[src/rtl/uart_tx.sv]
// UART transmitter paced by the oversampling tick shared with the receiver.
// Frame: start bit, DATA_BITS data bits LSB first, optional even parity, one stop bit.
module uart_tx #(
    parameter int SAMPLES_PER_BIT = 16,
    parameter int DATA_BITS       = 8,
    parameter bit PARITY_EN       = 1'b0
) (
    input  logic                 clk,
    input  logic                 rst,
    input  logic                 sampleTick,
    input  logic                 txStart,
    input  logic [DATA_BITS-1:0] txData,
    output logic                 txOut,
    output logic                 txBusy,
    output logic                 txDone
);
    localparam int CNT_W = $clog2(SAMPLES_PER_BIT);
    localparam int IDX_W = $clog2(DATA_BITS + 1);
    localparam logic [CNT_W-1:0] CNT_LAST = CNT_W'(SAMPLES_PER_BIT - 1);
    localparam logic [IDX_W-1:0] IDX_LAST = IDX_W'(DATA_BITS - 1);

    typedef enum logic [2:0] {IDLE, START, DATA, PARITY, STOP} state_t;

    state_t               state_q,  state_d;
    logic [CNT_W-1:0]     cnt_q,    cnt_d;
    logic [IDX_W-1:0]     idx_q,    idx_d;
    logic [DATA_BITS-1:0] shift_q,  shift_d;
    logic                 parity_q, parity_d;
    logic                 tx_out_q, tx_out_d;
    logic                 done_q,   done_d;
    logic                 bit_end;

    // A bit ends on the tick that completes its SAMPLES_PER_BIT-th count.
    assign bit_end = sampleTick && (cnt_q == CNT_LAST);

    always_comb begin
        // NOTE: every next-state signal gets a default first so no branch can infer a latch.
        state_d  = state_q;
        cnt_d    = cnt_q;
        idx_d    = idx_q;
        shift_d  = shift_q;
        parity_d = parity_q;
        tx_out_d = tx_out_q;
        done_d   = 1'b0;

        if (state_q != IDLE && sampleTick) begin
            cnt_d = bit_end ? '0 : cnt_q + CNT_W'(1);
        end

        unique case (state_q)
            IDLE: begin
                if (txStart) begin
                    state_d  = START;
                    cnt_d    = '0;
                    idx_d    = '0;
                    shift_d  = txData;
                    parity_d = ^txData;
                    tx_out_d = 1'b0;
                end
            end
            START: begin
                if (bit_end) begin
                    state_d  = DATA;
                    tx_out_d = shift_q[0];
                end
            end
            DATA: begin
                if (bit_end) begin
                    shift_d = shift_q >> 1;
                    if (idx_q == IDX_LAST) begin
                        idx_d = '0;
                        if (PARITY_EN) begin
                            state_d  = PARITY;
                            tx_out_d = parity_q;
                        end else begin
                            state_d  = STOP;
                            tx_out_d = 1'b1;
                        end
                    end else begin
                        idx_d    = idx_q + IDX_W'(1);
                        tx_out_d = shift_q[1];
                    end
                end
            end
            PARITY: begin
                if (bit_end) begin
                    state_d  = STOP;
                    tx_out_d = 1'b1;
                end
            end
            STOP: begin
                if (bit_end) begin
                    state_d  = IDLE;
                    tx_out_d = 1'b1;
                    done_d   = 1'b1;
                end
            end
            default: begin
                state_d  = IDLE;
                tx_out_d = 1'b1;
            end
        endcase
    end

    // NOTE: sequential state updates use non-blocking assignments only.
    always_ff @(posedge clk or posedge rst) begin
        if (rst) begin
            state_q  <= IDLE;
            cnt_q    <= '0;
            idx_q    <= '0;
            shift_q  <= '0;
            parity_q <= 1'b0;
            tx_out_q <= 1'b1;
            done_q   <= 1'b0;
        end else begin
            state_q  <= state_d;
            cnt_q    <= cnt_d;
            idx_q    <= idx_d;
            shift_q  <= shift_d;
            parity_q <= parity_d;
            tx_out_q <= tx_out_d;
            done_q   <= done_d;
        end
    end

    assign txOut  = tx_out_q;
    assign txBusy = (state_q != IDLE);
    assign txDone = done_q;
endmodule
[config.mk]
export PLATFORM = sky130hd
export DESIGN_NAME = uart_tx
export DESIGN_NICKNAME = d
export VERILOG_FILES = /design/src/rtl/uart_tx.sv
export SDC_FILE = /design/constraint.sdc
export NUM_CORES = 1
export LEC_CHECK = 0
export BUFFER_PORTS_ARGS = -buffer_cell sky130_fd_sc_hd__buf_4
export CORE_ASPECT_RATIO = 2
export CORE_MARGIN = 3
export CORE_UTILIZATION = 40
export DETAILED_ROUTE_END_ITERATION = 6
export SYNTH_ARGS = -nofsm -noshare
export SYNTH_HDL_FRONTEND = slang
export SYNTH_SLANG_ARGS = --single-unit
[constraint.sdc]
create_clock -name clk -period 2.1 [get_ports clk]
set_input_delay 0.21 -clock clk [delete_from_list [all_inputs] [get_ports clk]]
set_output_delay 0.21 -clock clk [all_outputs]
set_load 0.03 [all_outputs]
; Word level (Yosys, flattened, before mapping)
; Cells that the tools add are included.
[word_totals]
mem_count = 0
register_bits = 21
inputBits = 12
out_inout_bits = 3
mem_bits_rw = 0
mem_bits_ro = 0
wordCells = 56
latch_bits = 0
[classes]
div = 0
bitwise = 0
magnitude_cmp = 0
n_reduce_logical = 9
shifts = 0
eq_ne = 13
add_sub_neg = 2
mul = 0
mux = 26
[ops]
columns = operator, n
row1 = 4-bit two-way mux, 7
row2 = 3-bit two-way mux, 6
row3 = 8-bit two-way mux, 2
row4 = 8-bit one-hot mux with 2 select lines, 1
row5 = 3-bit one-hot mux with 5 select lines, 1
row6 = 2-bit inequality test (second input constant), 6
row7 = 4-bit by 1-bit adder with 4-bit output (second input constant), 2
row8 = 4-bit one-hot mux with 2 select lines, 1
row9 = 1-bit two-way mux, 7
row10 = 3-bit by 2-bit equality test with 1-bit output (second input constant), 2
row11 = 6-bit AND reduction, 1
row12 = 4-bit by 3-bit equality test with 1-bit output (second input constant), 1
row13 = 4-bit equality test (second input constant), 1
row14 = 1-bit one-hot mux with 4 select lines, 1
row15 = 4-bit AND reduction, 1
row16 = 3-bit by 1-bit equality test with 1-bit output (second input constant), 1
row17 = 3-bit equality test (second input constant), 1
row18 = 3-bit zero test, 1
row19 = 3-bit AND reduction, 1
row20 = 3-bit nonzero test, 1
row21 = 1-bit logical AND, 2
row22 = 2-bit by 1-bit inequality test with 1-bit output (second input constant), 1
row23 = 2-bit nonzero test, 1
row24 = 2-bit OR reduction, 1

; Longest topological paths before layout
[logic_depth]
word_depth = 6
ltp_mapped = 7
mapped_depth_nobuf = 5

; Worst setup path after synthesis
; OpenSTA, ideal clock, no wires.
[synth_timing]
kind = register to register
startpoint = register cnt_q[0]
endpoint = register tx_out_q (netlist: txOut)
slack_ns = 0.480
t_required_ns = 2.017
arrival_ns = 1.537
path_buffers = 1
path_stages_with_launch = 6
setup_time_ns = 0.083
period_less_slack_ns = 1.620
cell_sequence = dfrtp_1 ha_1 and4_4 buf_6 maj3_2 o32a_1
[synth_between]
elab_chain_cells = 4
word_cells_on_any_way = 6
[synth_lines]
columns = element, line_no
row1 = from (decl), 25  ; logic [CNT_W-1:0] cnt_q, cnt_d;
row2 = from (signal assigned), 117  ; cnt_q <= cnt_d;
row3 = 4-bit equality test (*), 34  ; assign bit_end = sampleTick && (cnt_q == CNT_LAST);
row4 = 1-bit logical AND (*), 34
row5 = 2-bit by 1-bit inequality test with 1-bit output (no line) or 2-bit inequality test (tied branches), n/a
row6 = 4-bit AND reduction (no line) (*), n/a
row7 = to (signal assigned), 121  ; tx_out_q <= tx_out_d;
row8 = to (decl), 29  ; logic tx_out_q, tx_out_d;
; Mark *: on every way between the ends. The rest lies on a longest branch, timed or not.
; A chain may end at the register's enable or synchronous reset.

; Final worst setup path
[layout_timing]
startpoint = register cnt_q[0]
endpoint = register idx_q[1]
[layout_between]
elab_chain_cells = 4
[layout_lines]
columns = element, line_no
row1 = 4-bit equality test, 34
row2 = 1-bit logical AND, 34
row3 = 2-bit inequality test (no line), n/a
row4 = 3-bit AND reduction (no line), n/a
row5 = to (signal assigned), 118  ; idx_q <= idx_d;
row6 = to (decl), 26  ; logic [IDX_W-1:0] idx_q, idx_d;
; No other way between the ends.

==> metrics <==
clk root buf clkbuf_8; share of the synthesized area in the top cell type 45.56%; number of synthesized register bits 21; synth top area cells dfrtp_1 46%, mux2i_1 8.2%, nand2_1 6.2%; syn_nets 121; outcome completed; HP Class in2async; Core Area 2603 sq um; Final Cell Area 1235 sq um; hpwl dp 1626 um; leading cell type in the layout, fill and taps excluded dfrtp_1; library cells used by synthesis 35; cts bufs inserted 3; dpl cell area 1190 sq um; Critical Path RT 2.20 ns; Worst EP arrival 1.97 ns; VDD IR-drop max 0.4785 mV; clock buffer depth 2; power consumption 1.314 mW; static leakage 0.5295 nW; RePlAce Congestion 0.6948; Final WS setup 0.2359 ns; Routed Antenna Nets 0; Detailed Route WL 2195 um; final slew viol count 0; Max Clock Skew 0.002389 ns; Max-Cap Viols 0; DRC 0; DR vias 857; die width 43.06 um; Clock Sinks 21; Final nets 134; GRT Total Usage 14.81%; pre-CTS setup slack 0.2354 ns; final hold vios 0; setup repair bufs after CTS 0; # IOs 15; # hold bufs at CTS 0; leading area contributor after synthesis dfrtp_1; H-tree lvl count 1; Mean Syn Cell Area 10.27 sq um; Placed Cells incl. Taps 143; total grt overflow 0; First-pass DRT Iterations 5; first-iteration detailed-routing DRC count 23; # diodes 0; die height 80.11 um; Slew headroom 48.14%; Placement Rows 26; port bufs 14; RSZ-0062 raised after global routing false; non-filler instance count after layout 147; fraction of layout instances using a drive strength above 1 20.17%; vias in the first global route 918; Clock Latency Late Sink 0.26 ns; maximum fanout along the worst path 19; largest net degree at the start of global routing 22; startpoint type of the worst setup path flop; die outline area 3449 sq um; Crit-path slowest cell a21oi_2; antenna violations before repair 0; Synth Instances 107; most frequent cells in the layout 20 x dfrtp_1, 18 x nand2_1, 15 x buf_4; fin util 47.45%; Initial Util 42.21%; DR WL/cell 14.93 um; Worst setup EP type flop; setup TNS 0 ns; Crit path max-delay family compound AO/OA/AOI/OAI gates; Crit Path Class reg2reg; first-pass GRT wire length 3884 um; synthesis-to-finish area growth 12.41%; Highest Clock Rate 536.5 MHz; final setup violation count 0; Buf+Inv Stages, Crit Path 0; period utilisation layout 88.77%; power per cell area 1064 nW/um^2; YS warnings 0; slack of the worst reg-to-reg path 0.24 ns; post-synthesis sequential area ratio 47.95%; hold slack 0.09357 ns; vias per inst 5.830; Final min period 1.864 ns; CTS tree built; worst path cell trace ha_1, and4_4, a21oi_2, o21ai_0; CP max stage delay 0.57 ns; Mapped Area 1099 sq um; Reg clk slew, reported paths 0.07 ns; Worst Tran Pin Value 0.7771 ns; PostCTS Resize Cnt 0
==> sequential cells by signal, summed over array words and instances (netlist names) <==
register	count
cnt_q	4
idx_q	4
txOut	1
state_q	3
shift_q	8
txDone	1
==> area by class of cell <==
type,count,area [sq um]
Clock buffer,4,45.04
Sequential cell,21,526.8
Timing Repair Buffer,15,112.6
Multi-Input combinational cell,75,500.5
Tap cell,28,35.03
Fill cell,265,1368
Inverter,4,15.01
==> worst paths after layout <==
| path | end | from | depth (start not counted) |
|---|---|---|---|
| worst max register to register | idx_q[1]$_DFFE_PP0P_ | cnt_q[0]$_DFF_PP0_ | 4 |
| max in group asynchronous | cnt_q[0]$_DFF_PP0_ | rst | 2 |
| worst min register to register | shift_q[6]$_DFFE_PP0P_ | shift_q[6]$_DFFE_PP0P_ | 2 |
| min in group clk | shift_q[7]$_DFFE_PP0P_ | txData[7] | 2 |
| worst min-delay path | shift_q[2]$_DFFE_PP0P_ | rst | 2 |
| worst max-delay path | idx_q[1]$_DFFE_PP0P_ | cnt_q[0]$_DFF_PP0_ | 4 |
==> Yosys cell counts (all sizes together) <==
| cell type | n |
|---|---|
| nor3 | 1 |
| nor2 | 4 |
| dfstp | 1 |
| ha | 2 |
| a22o | 3 |
| o31a | 1 |
| nand3b | 2 |
| buf | 6 |
| nand2 | 18 |
| nand3 | 3 |
| a31oi | 1 |
| nand4 | 2 |
| clkbuf | 1 |
| inv | 4 |
| o211ai | 1 |
| and3b | 1 |
| a21oi | 4 |
| mux2i | 9 |
| and4 | 1 |
| o32a | 1 |
| dfrtp | 20 |
| o21ai | 11 |
| xor2 | 1 |
| o31ai | 1 |
| a211oi | 1 |
| nor3b | 1 |
| o32ai | 1 |
| a211o | 1 |
| nor4b | 3 |
| maj3 | 1 |
==> logic make-up after synthesis <==
group                      Yosys count  share of synthesized area (%)
DFF                                 21                          47.95
adders and majority gates            3                          3.303
buffers and inverters               11                          6.491
xor gates and xnor gates             1                         0.7974
AOI/OAI and AO/OA                   26                          15.49
muxes                                9                          8.201
and+or+nand+nor                     36                          17.77
==> power breakdown <==
group | internal [mW] | total [mW] | switching (mW)
Sequential | 0.545 | 0.681 | 0.136
Clock | 0.135 | 0.262 | 0.127
Combinational | 0.172 | 0.372 | 0.200
==> per-layer routing <==
| metal | wire [um] | vias up | global-route usage (%) |
|---|---|---|---|
| met5 | 0 | - | 0 |
| met4 | 59 | 0 | 7.855 |
| met3 | 98 | 7 | 2.915 |
| li1 | - | 409 | - |
| met1 | 848 | 418 | 14.02 |
| met2 | 1189 | 23 | 28.31 |
(Power assumes the default switching activity.)
